`src/rtl/mem_pipe.sv`:
```
// Parametrised single-port memory with a pipelined read path,
// a post-reset clear sweep and read/write collision detection.
module mem_pipe #(
    parameter int DATA_WIDTH     = 8,
    parameter int ADDR_WIDTH     = 5,
    parameter int READ_LATENCY   = 1,
    parameter int CLEAR_ON_RESET = 1
) (
    input  logic                  clk,
    input  logic                  rst_,
    input  logic                  read,
    input  logic                  write,
    input  logic [ADDR_WIDTH-1:0] addr,
    input  logic [DATA_WIDTH-1:0] data_in,
    output logic [DATA_WIDTH-1:0] data_out,
    output logic                  data_valid,
    output logic                  ready,
    output logic                  collision,
    output logic [7:0]            collision_count
);

    localparam int DEPTH = 2 ** ADDR_WIDTH;

    typedef enum logic {
        CLEAR,
        IDLE
    } state_e;

    state_e                  state_q, state_d;
    logic [ADDR_WIDTH-1:0]   ptr_q, ptr_d;
    logic [DATA_WIDTH-1:0]   mem_q [DEPTH];

    logic                    clr_en;
    logic                    rd_acc;
    logic                    wr_acc;
    logic                    col_acc;

    logic                    col_q, col_d;
    logic [7:0]              cnt_q, cnt_d;

    logic [READ_LATENCY-1:0] pv_q;
    logic [DATA_WIDTH-1:0]   pd_q [READ_LATENCY];

    // Request decode is only meaningful once the clear sweep is done.
    always_comb begin
        state_d = state_q;
        ptr_d   = ptr_q;
        clr_en  = 1'b0;
        rd_acc  = 1'b0;
        wr_acc  = 1'b0;
        col_acc = 1'b0;
        unique case (state_q)
            CLEAR: begin
                clr_en = 1'b1;
                ptr_d  = ptr_q + 1'b1;
                if (ptr_q == {ADDR_WIDTH{1'b1}}) begin
                    state_d = IDLE;
                end
            end
            IDLE: begin
                rd_acc  = read && !write;
                wr_acc  = write && !read;
                col_acc = read && write;
            end
        endcase
    end

    always_ff @(posedge clk) begin
        if (!rst_) begin
            state_q <= (CLEAR_ON_RESET != 0) ? CLEAR : IDLE;
            ptr_q   <= '0;
        end else begin
            state_q <= state_d;
            ptr_q   <= ptr_d;
        end
    end

    always_ff @(posedge clk) begin
        if (rst_) begin
            if (clr_en) begin
                mem_q[ptr_q] <= '0;
            end else if (wr_acc) begin
                mem_q[addr] <= data_in;
            end
        end
    end

    always_comb begin
        col_d = col_acc;
        cnt_d = cnt_q;
        if (col_acc && (cnt_q != 8'hFF)) begin
            cnt_d = cnt_q + 8'd1;
        end
    end

    always_ff @(posedge clk) begin
        if (!rst_) begin
            col_q <= 1'b0;
            cnt_q <= '0;
        end else begin
            col_q <= col_d;
            cnt_q <= cnt_d;
        end
    end

    // Data stages only load behind a valid, so the last stage holds.
    always_ff @(posedge clk) begin
        if (!rst_) begin
            pv_q <= '0;
            for (int i = 0; i < READ_LATENCY; i++) begin
                pd_q[i] <= '0;
            end
        end else begin
            pv_q[0] <= rd_acc;
            if (rd_acc) begin
                pd_q[0] <= mem_q[addr];
            end
            for (int i = 1; i < READ_LATENCY; i++) begin
                pv_q[i] <= pv_q[i-1];
                if (pv_q[i-1]) begin
                    pd_q[i] <= pd_q[i-1];
                end
            end
        end
    end

    assign data_out        = pd_q[READ_LATENCY-1];
    assign data_valid      = pv_q[READ_LATENCY-1];
    assign ready           = rst_ && (state_q == IDLE);
    assign collision       = col_q;
    assign collision_count = cnt_q;

endmodule

```
`config.mk`:
```
export PLATFORM = sky130hd
export DESIGN_NAME = mem_pipe
export DESIGN_NICKNAME = d
export VERILOG_FILES = /design/src/rtl/mem_pipe.sv
export SDC_FILE = /design/constraint.sdc
export NUM_CORES = 1
export LEC_CHECK = 0
export CORE_MARGIN = 3
export CORE_UTILIZATION = 55
export DETAILED_ROUTE_END_ITERATION = 8
export PLACE_DENSITY = 0.75
export SYNTH_ARGS = -nofsm -noshare
export SYNTH_HDL_FRONTEND = slang
export SYNTH_SLANG_ARGS = --single-unit
```
`constraint.sdc`:
```
create_clock -name clk -period 2.1 [get_ports clk]
set_input_delay 0.21 -clock clk [delete_from_list [all_inputs] [get_ports clk]]
set_output_delay 0.21 -clock clk [all_outputs]
set_load 0.005 [all_outputs]
```
# Yosys cells after proc, flatten, opt, wreduce, memory -nomap -nowiden
# Memory sizes are Yosys's and may differ from the RTL's.
# Cells that the tools add are included.
# totals
n_memories	2
input_bits	17
regBits	16
out_inout_bits	19
ramBits	264
wordCells	41
# mem_list
memory	depth	width	read_ports	rd_clocked_by_memory_dff	write_ports	line_no	text
mem_q	32	8	1	0	1	31	logic [DATA_WIDTH-1:0] mem_q [DEPTH];
pd_q	1	8	1	0	1	42	logic [DATA_WIDTH-1:0] pd_q [READ_LATENCY];
# op_classes
reduce_logical	9
n_eq_ne	2
muxes	21
n_addsub	2
# ops
operator	n
1-bit 2-to-1 mux	18
8-bit 2-to-1 mux	2
8-bit OR reduction	2
8-bit by 1-bit adder with 8-bit output, second input constant	1
8-bit inequality test, second input constant	1
5-bit by 1-bit adder with 5-bit output, second input constant	1
5-bit equality test, second input constant	1
1-bit logical AND	5
5-bit 2-to-1 mux	1
1-bit zero test	2

# Depth between registers and ports, before layout
# depth
ltp_word	9
mapped_depth	7
depth_no_buf	5

# Worst setup path after synthesis
# OpenSTA, ideal clock, no wires.
# synth_path
path_type	reg-to-reg
from	register state_q
to	memory mem_q[10][0], enable pin
setup_time_ns	0.370
arrival_time_ns	1.705
n_path_buf	1
period_less_slack_ns	2.075
required_time_ns	1.730
path_stages_with_launch	6
slack_ns	0.025
cell_sequence	dfxtp_1 nand4b_2 mux2i_1 or3_1 buf_2 nor2_1
# synth_between
elab_chain_cells	7
elab_cells_between_ends	11
classes_between	mux: 10; reduce/logical: 1
# synth_rtl
element	line_no	text
start, declared	29	state_e state_q, state_d;
start signal, assigned	70	state_q <= (CLEAR_ON_RESET != 0) ? CLEAR : IDLE;
start signal, assigned	73	state_q <= state_d;
1-bit 2-to-1 mux	52	unique case (state_q)
1-bit 2-to-1 mux	82	end else if (wr_acc) begin
1-bit 2-to-1 mux	80	if (clr_en) begin
1-bit 2-to-1 mux	79	if (rst_) begin
1-bit 2-to-1 mux (implied by the code)	83	mem_q[addr] <= data_in;
8-bit OR reduction (no line)	--	
5-bit 2-to-1 mux (no line) or 1-bit 2-to-1 mux (tied branches)	--	
end, declared	31	
# Parallel ways exist; a longest one is shown, timed or not.

# Final worst setup path
# layout_path
from	register state_q
to	memory mem_q[6][4], enable pin
# Same word-level chain as after synthesis.

==> summary.md <==
| Metric | Value |
|---|---|
| Status | `finished clean` |
| Unique cell type count in the Yosys netlist | `41` |
| Core ar. | `19650 µm²` |
| Clk Latency, worst-skew pair | `530 ps` |
| Vias in the first global route | `6008` |
| CP max stage delay | `450 ps` |
| Critical path launch point type | `flip-flop` |
| Most common cell after layout, fill and taps aside | `edfxtp_1` |
| Final hold vios | `0` |
| Clock Path Buffers | `3` |
| Pwr dens | `867.3 nW/µm²` |
| Slowest cell on crit path | `or3_1` |
| Hold path startpoint | `read` |
| Worst setup path start | `state_q$_SDFF_PN0_` |
| DIE AREA | `21990 µm²` |
| Sum Neg Setup Slack | `0 ps` |
| Initial core utilization | `56.66%` |
| Crit path kind | `flip-flop to flip-flop` |
| Resized Gates After CTS | `0` |
| Die height | `148.3 µm` |
| Top post-synthesis cells by area | `edfxtp_1, mux4_2, dfxtp_1` |
| CP required | `2330 ps` |
| Top delay family on crit path | `simple AND/OR/NAND/NOR gates` |
| Routed length per instance | `24.48 µm` |
| Ant. Diodes | `0` |
| Cell Chain, Critical Path | `nand4b_2, mux2i_1, or3_1, buf_4, nor2_1, buf_4` |
| Detail Route Antenna Nets | `0` |
| First-pass GRT wire length | `36580 µm` |
| Shortest period the worst path allows | `1996 ps` |
| Initial DRC count | `645` |
| Pwr Total | `11.57 mW` |
| WP buf/inv | `2` |
| Largest area contributor in the netlist | `edfxtp_1` |
| CTS tree | `done` |
| Dpl hpwl | `15220 µm` |
| Largest net degree at the start of global routing | `34` |
| Crit path top cell by count | `buf_4` |
| TritonRoute pass-1 iters | `5` |
| Clock transition at path regs | `60 ps` |
| DRT Wirelength | `23770 µm` |
| Max VDD drop | `0.6191 mV` |
| Post-synth net total | `591` |
| CTS buffer count | `27` |
| Post-synth top area share | `71.19%` |
| Fill cell count | `1224` |
| Post-synth top flop | `edfxtp_1` |
| Port bufs | `35` |
| Max Clk Rate | `0.5009 GHz` |
| Grt ovf | `0` |
| Final setup fails | `0` |
| GP Congestion | `0.8893` |
| Routed vias/inst | `5.969` |
| Worst R2R Start | `state_q$_SDFF_PN0_` |
| Post-synth EDFFs | `264` |
| # Post-CTS Setup Buffers | `0` |
| # nets final | `707` |
| Asr flop ratio synth | `0%` |
| Final period util | `95.06%` |
| Fin util | `67.90%` |
| LEAKAGE | `4.074 nW` |
| Fraction of layout cells with a size suffix above 1 | `28.19%` |
| FP Rows | `51` |
| Arr. time, crit path | `2230 ps` |
| Seq cells post-synth | `280` |
| Worst setup EP type | `flip-flop` |
| Most frequent cells in the layout | `edfxtp_1, buf_4, mux4_2` |
| Rel. slew slack | `65.15%` |
| Max H-tree Level | `1` |
| Crit path max fanout | `8` |
| Area Overhead vs Synth | `19.83%` |
| Hold Crit Class | `primary input to flip-flop` |
| Seq/Total Area, Yosys | `74.07%` |
| Mapped Cells | `571` |
| Worst Max-Slew Pin Slew | `522.7 ps` |
| Antenna violations before repair | `0` |
| CTS root buf | `clkbuf_16` |
| Yosys warns | `0` |
| Avg Inst Size Synth | `19.50 µm²` |
| I/O Pins | `36` |
| DP Area | `12410 µm²` |
| GRT Util Overall | `22.17%` |
| DRC Markers | `0` |
| Die span in x | `148.3 µm` |
| Vias | `5796` |
| Unrepaired setup endpoints after global routing | `false` |
| CTS Hold Bufs | `0` |
| Clk_skew | `19.37 ps` |
| CTS sink count | `280` |
| Max capacitance violation total | `0` |
| Fin area | `13340 µm²` |
| Post-Syn Area | `11140 µm²` |
| Max Transition Viols Final | `0` |
## cells by family after synthesis
| family | count (synthesis) | synth area share [%] |
|---|---|---|
| adders and majority gates | 3 | 0.3371 |
| DFF | 280 | 74.07 |
| xor gates and xnor gates | 4 | 0.3147 |
| buffers and inverters | 32 | 1.663 |
| AOI/OAI and AO/OA | 35 | 2.112 |
| and+or+nand+nor | 117 | 5.258 |
| muxes | 100 | 16.25 |
## registers in the layout, summed over array words and instances (netlist names)
| signal | flops |
|---|---|
| collision | 1 |
| collision_count | 8 |
| data_valid | 1 |
| mem_q | 256 |
| pd_q | 8 |
| ptr_q | 5 |
| state_q | 1 |
## Yosys cell counts (all sizes together) (3+ instances only)
cell type and instances:
a22oi 8, dfxtp 16, nor3b 3, and2 9
mux4 64, ha 3, nor2 46, or3 3
o21ai 3, edfxtp 264, inv 4, clkbuf 5
and3 8, o211ai 5, nand2 22, a31oi 3
a21oi 10, mux2i 30, buf 23, nor2b 8
mux2 6, nand3 6
## final timing paths
path	endpoint	slack, ps	depth (start not counted)
hold / removal	collision$_SDFF_PN0_	500	3
setup reg to reg	mem_q[6][4]$_DFFE_PP_	100	6
hold reg to reg	collision_count[5]$_SDFFE_PN0P_	510	2
setup / recovery	mem_q[6][4]$_DFFE_PP_	100	6
## layout make-up
type                    instances  area (µm²)  area share, %
repair buffers                115        1114          8.345
clock buffers                  29       683.2          5.120
clock inverters                19       249.0          1.866
flip-flops and latches        280        8249          61.82
multi-input cells             259        2703          20.25
well taps                     265       331.6          2.485
inverters                       4       15.01         0.1125
## where the power goes
group	switching, mW	total, mW	internal, mW
clock	1.97	5.05	3.08
sequential	0.0186	6.08	6.06
combinational	0.228	0.444	0.217
## stage by stage
step	worst slack (ps)	cells	hold WS [ps]
after floorplan	24.98	571	355.9
after global placement	-190.5	923	481.2
after detailed placement	-219.7	923	491.1
after CTS	16.19	971	480.5
after global routing	27.28	971	509.8
final	103.7	971	495.3
## layer usage
metal / GRT usage (%) / vias up / share of wire, %
met5: 0 / - / 0
met4: 6.975 / 0 / 2.9
met3: 3.748 / 48 / 9.0
met2: 35.17 / 280 / 48
met1: 32.33 / 2927 / 40
li1: - / 2541 / -
## worst reg2reg max path: stages, from the launching register on
cell,delay (ps)
dfxtp_2,390
nand4b_2,160
mux2i_1,170
or3_1,450
buf_4,180
nor2_1,160
buf_4,200
Note: power is estimated with default switching activity, not from simulation.
==> patch 1, RTL diff (same settings) <==
Put one more register stage on the output `collision_count`, cleared by the reset. The value now appears one clock later. The other outputs are not delayed to match.
--- a/src/rtl/mem_pipe.sv
+++ b/src/rtl/mem_pipe.sv
@@ -130,3 +130,9 @@
     assign collision       = col_q;
-    assign collision_count = cnt_q;
+    always_ff @(posedge clk) begin
+        if (!rst_) begin
+            collision_count <= '0;
+        end else begin
+            collision_count <= cnt_q;
+        end
+    end
 
Check against the original RTL: no difference found for any inputs over 10 cycles, from zero or initial values and one cycle with rst_ low; that may be too few to reach the edited logic, so the function may still have changed.
==> patch 1 against the original RTL <==
Area after synthesis increased by 2.3%. Wire length up 0.72%. First-iteration DRC count rose by 7.9%. Cell area rose by 1.7%. Setup slack better by 0.031 ns. Final cell count increased by 3.4%. Die area increased by 2.3%. Total power grew 0.66%. Critical endpoint is now mem_q[6][0]. Sequential cell count grew 8. Largest power group unchanged.
==> patch 1: results (changes against the original RTL) <==
Pleak 4.19 nW (was 4.07 nW); slowest CP cell dfxtp_1 (was or3_1); Fin Clk Skew 0.0100 ns (was 0.0194 ns); sequential share of the synthesized area 73.8% (was 74.1%); run status complete, no violations (unchanged); XOR/XNOR share of the synthesized area 0.384% (was 0.315%); fin nets 734 (was 707); Syn Nets 615 (was 591); synth cell count leaders edfxtp_1, mux4_2, nor2_1, mux2i_1, dfxtp_1 (was edfxtp_1, mux4_2, nor2_1, mux2i_1, nand2_1); hold_ws 0.472 ns (was 0.495 ns); drt via density 6.07 (was 5.97); Post-Synth Adder-Cell Area 0.329% (was 0.337%); ant diodes 0 (unchanged); first-pass GRT wire length 36.4 mm (was 36.6 mm); Synth Area in Compound Gates 3.40% (was 2.11%); DR iter-0 viols 696 (was 645); CP peak stage delay 0.41 ns (was 0.45 ns); FILL cells 1288 (was 1224); Reg2Reg Setup Slack 0.13 ns (was 0.10 ns); Placeable Area 0.0203 mm^2 (was 0.0197 mm^2); Clk Latency, worst-skew pair 0.54 ns; Worst EP arrival 2.21 ns (was 2.23 ns); crit share post-route 93.6% (was 95.1%); multiplexer share of the synthesized area 14.9% (was 16.2%); Synth area leaders edfxtp_1, mux4_2, dfxtp_1 (unchanged); worst slew pin tran 0.545 ns (was 0.523 ns); vias in the first global route 6197 (was 6008); largest net degree at the start of global routing 35 (was 34); DP HPWL 14.9 mm (was 15.2 mm); routability cong. 0.874 (was 0.889); share of cells above drive strength 1 25.1% (was 28.2%); Total GRT Usage 21.8% (was 22.2%); pre-CTS WS -0.231 ns (was -0.220 ns); worst vdd ir 475 uV (was 619 uV); post-synth cell types 52 (was 41); drt total wl 23.9 mm (was 23.8 mm)
[patch 1: cell types whose count changed after synthesis, sizes merged, moves of 5 or more]
cell | before | now
mux4 | 64 | 56
and2 | 9 | 17
dfxtp | 16 | 24
a221o | 2 | 8
o21ai | 3 | 9
a21oi | 10 | 5
and3 | 8 | 3
clkbuf | 5 | 10
a221oi | 0 | 7
o211ai | 5 | 0
mux2i | 30 | 37
a31oi | 3 | 8
buf | 23 | 16
[patch 1: stage by stage]
step	instances	utilization, %	area, um^2
finish	1004	66.8	13600
global route	1004	66.8	13600
CTS	1004	66.8	13600
detailed placement	955	62.4	12700
global placement	955	62.4	12700
floorplan	595	-	11400
[patch 1: worst paths after layout]
path              startpoint           to  cells past startpoint
setup reg to reg     state_q  mem_q[6][0]                      6
hold reg to reg     cnt_q[5]     cnt_q[5]                      2
hold / removal          read    collision                      3
setup / recovery     state_q  mem_q[6][0]                      6
[patch 1: cells by family after synthesis]
| logic type | Yosys count |
|---|---|
| compound gates | 52 |
| xor+xnor | 5 |
| fa+ha+maj | 3 |
| buf+inv | 34 |
| flops | 288 |
| mux | 98 |
| simple gates | 115 |
[patch 1: per-layer routing]
layer / routed length (um) / global-route usage, % / vias up
li1: - / - / 2645
met1: 9450 / 29.9 / 3094
met2: 11800 / 35.4 / 298
met3: 1990 / 3.88 / 54
met4: 739 / 8.01 / 0
met5: 0 / 0 / -
[patch 1: critical path, delay by kind of cell (launching register included)]
kind                   cells  cell delay, ns
muxes                      1            0.16
DFF                        1            0.41
buffers and inverters      2            0.39
and+or+nand+nor            3            0.72
[patch 1: layout make-up]
class / count / area (um^2) / area share, %
multi-input cells: 273 / 2740 / 20.2
inverters: 5 / 18.8 / 0.138
repair buffers: 119 / 1160 / 8.56
clock inverters: 15 / 196 / 1.45
flip-flops and latches: 288 / 8410 / 62.0
well taps: 270 / 338 / 2.49
clock buffers: 34 / 702 / 5.17
[patch 1: timing repair]
item / CTS / global route
setup endpoints to repair: 0 / 66
resized for setup: 0 / 1
buffers inserted: 0 / 0
[patch 1: where the power goes]
part	total (mW)	switching (mW)	internal, mW
clock network	4.95	1.98	2.97
registers	6.23	0.0172	6.22
logic	0.468	0.240	0.227
total	11.7	2.24	9.41
==> patch 2, RTL diff (config.mk and constraints unchanged) <==
Made on the original files. Change the parameter `READ_LATENCY` from 1 to 2.
--- a/src/rtl/mem_pipe.sv
+++ b/src/rtl/mem_pipe.sv
@@ -5,3 +5,3 @@
     parameter int ADDR_WIDTH     = 5,
-    parameter int READ_LATENCY   = 1,
+    parameter int READ_LATENCY   = 2,
     parameter int CLEAR_ON_RESET = 1
Behaviour: same outputs for any inputs over 10 cycles, from zero or initial values and one cycle with rst_ low; that may be too few to reach the edited logic, so the function may still have changed.
==> patch 2 against the original RTL <==
Sequential share of layout area is 0.30 points higher. Via count is 2.6% higher. Clock power is 3% lower. Cell area is 2.7% higher. Sequential cell count is 9 higher. Total power is 0.15% higher. Global-route usage is 0.26 points lower. Final cell count is 1.6% higher. Setup slack better by 0.027 ns. Wire length is 1.7% higher. Critical path depth is 1 higher. Area after synthesis is 4.5% higher.
==> patch 2: results (changes against the original RTL) <==
fin nets 715 (was 707); Pleak 4.93 nW (was 4.07 nW); antenna violations before repair 0 (unchanged); Worst Hold Path EP pv_q[0] (was collision); CTS buffer count 28 (was 27); max reg flops 256 (unchanged); Worst EP arrival 2.21 ns (was 2.23 ns); Highest Signal Layer met4 (unchanged); hold path depth 2 (was 3); met2 WL 11.6 mm (was 11.4 mm); worst slew pin tran 0.717 ns (was 0.523 ns); routability cong. 0.826 (was 0.889); async set-reset flop share out of synthesis 0% (unchanged); HP Class in2reg (unchanged); metal1 wirelength 9.65 mm (was 9.54 mm); Clk Latency, worst-skew pair 0.54 ns; Worst R2R End mem_q[0][4] (was mem_q[6][4]); worst vdd ir 829 uV (was 619 uV); pre-CTS WS -0.264 ns (was -0.220 ns); Total GRT Usage 21.9% (was 22.2%); run status complete, no violations (unchanged); predominant post-synthesis flop cell edfxtp_1 (unchanged); port bufs 35 (unchanged); CP Max Fanout 8 (unchanged); Reg clk slew, reported paths 0.06 ns (about the same); drt total wl 24.2 mm (was 23.8 mm); Crit Reg-Reg Startpoint state_q (unchanged); largest net degree at the start of global routing 37 (was 34); Max clock buf depth 3 (unchanged); Synth area leaders edfxtp_1, mux4_2, mux4_1 (was edfxtp_1, mux4_2, dfxtp_1); vias in the first global route 6174 (was 6008); Pre-antenna DRT Iters 5 (unchanged); ant diodes 0 (unchanged); Reg2Reg Setup Slack 0.13 ns (was 0.10 ns); routed vias 5949 (was 5796); post-synth cell types 45 (was 41); Syn. warnings 0 (unchanged); H-tree Lvls 1 (unchanged); Root Driver clkbuf_16 (unchanged); most common cell after layout, fill and taps aside edfxtp_1 (unchanged); first-pass GRT wire length 37.0 mm (was 36.6 mm); share of cells above drive strength 1 22.2% (was 28.2%); DP HPWL 15.4 mm (was 15.2 mm); sequential share of the synthesized area 73.1% (was 74.1%); wire length on met3 2.22 mm (was 2.15 mm); DR iter-0 viols 559 (was 645); Fin Clk Skew 0.0161 ns (was 0.0194 ns); Syn Nets 613 (was 591); synth cell count leaders edfxtp_1, mux2i_1, mux4_2, nor2_1, and2_1 (was edfxtp_1, mux4_2, nor2_1, mux2i_1, nand2_1); Hold Startpoint read (unchanged); EDFF count, synth 272 (was 264); Largest Register mem_q (unchanged); worst r2r path cells 7 (was 6)
==> patch 2: cell types whose count changed in the layout (fill, tap and decap cells not counted), moves of 6 or more <==
cell      unedited run  this run
mux2i_1             30        39
a221o_1              2         8
and2_1               9        30
a221oi_1             0         7
nor2_1              46        35
edfxtp_1           264       272
buf_4               67        60
mux4_1               0        22
mux4_2              64        35
a21oi_1             10         1
xnor2_1              2         9
nand2_1             22         2
==> patch 2: cell type report <==
class	count	area, um^2
inverters	3	11.3
clock buffers	35	748
flip-flops and latches	289	8510
fillers	1308	6800
multi-input cells	264	2840
well taps	270	338
repair buffers	109	1090
clock inverters	17	163
==> patch 2: worst max-delay path, cell delays in order, from the launching register on <==
cell and delay, ns:
dfxtp_2 0.39, nand4b_2 0.17, buf_4 0.20, mux2i_1 0.18, buf_4 0.16, nand3_1 0.19, nor2_1 0.18, buf_4 0.19
==> patch 2: routing by layer <==
| metal | up-vias | GRT usage [%] |
|---|---|---|
| met5 | - | 0 |
| met4 | 0 | 6.80 |
| met3 | 53 | 4.40 |
| met2 | 264 | 34.8 |
| met1 | 3002 | 31.2 |
| li1 | 2630 | - |
==> patch 2: per-stage QoR <==
| step | instances | hold WS, ns | total power [mW] | cell area (um^2) |
|---|---|---|---|---|
| after detailed placement | 935 | 0.501 | 6.81 | 12800 |
| after global routing | 987 | 0.450 | 11.9 | 13700 |
| final | 987 | 0.419 | 11.6 | 13700 |
| after global placement | 935 | 0.494 | 6.80 | 12800 |
| after floorplan | 593 | 0.293 | 6.66 | 11600 |
| after CTS | 987 | 0.394 | 11.7 | 13700 |
==> patch 2: what timing repair did <==
action | in CTS | in global routing
gates resized for setup | 0 | 1
hold buffers | 0 | 0
setup buffers | 0 | 0
endpoints found under the setup margin | 0 | 134
==> patch 2: how the worst max path moves through the flow <==
stage / startpoint / to / slack [ns]
5_1_grt: state_q / mem_q[0][6] / 0.002
3_3_place_gp: read / mem_q[3][2] / -0.22
2_1_floorplan: state_q / mem_q[13][0] / 0.09
6_report: state_q / mem_q[0][4] / 0.13
3_5_place_dp: read / mem_q[3][3] / -0.26
4_1_cts: state_q / mem_q[4][7] / 0.04
==> patch 2: logic make-up (layout without fill, tap and decap cells) <==
| kind of cell | after synthesis | in the layout | synth area share [%] |
|---|---|---|---|
| AOI/OAI and AO/OA | 49 | 49 | 3.09 |
| xor gates and xnor gates | 9 | 9 | 0.678 |
| adders and majority gates | 3 | 3 | 0.323 |
| buffers and inverters | 40 | 164 | 2.44 |
| DFF | 289 | 289 | 73.1 |
| muxes | 100 | 100 | 15.5 |
| and+or+nand+nor | 103 | 103 | 4.86 |
==> patch 2: where the power goes <==
part	total, mW	switching, mW	internal (mW)	leakage (nW)
logic	0.419	0.220	0.199	1.63
registers	6.28	0.0164	6.26	2.86
clock network	4.90	2.01	2.89	0.444
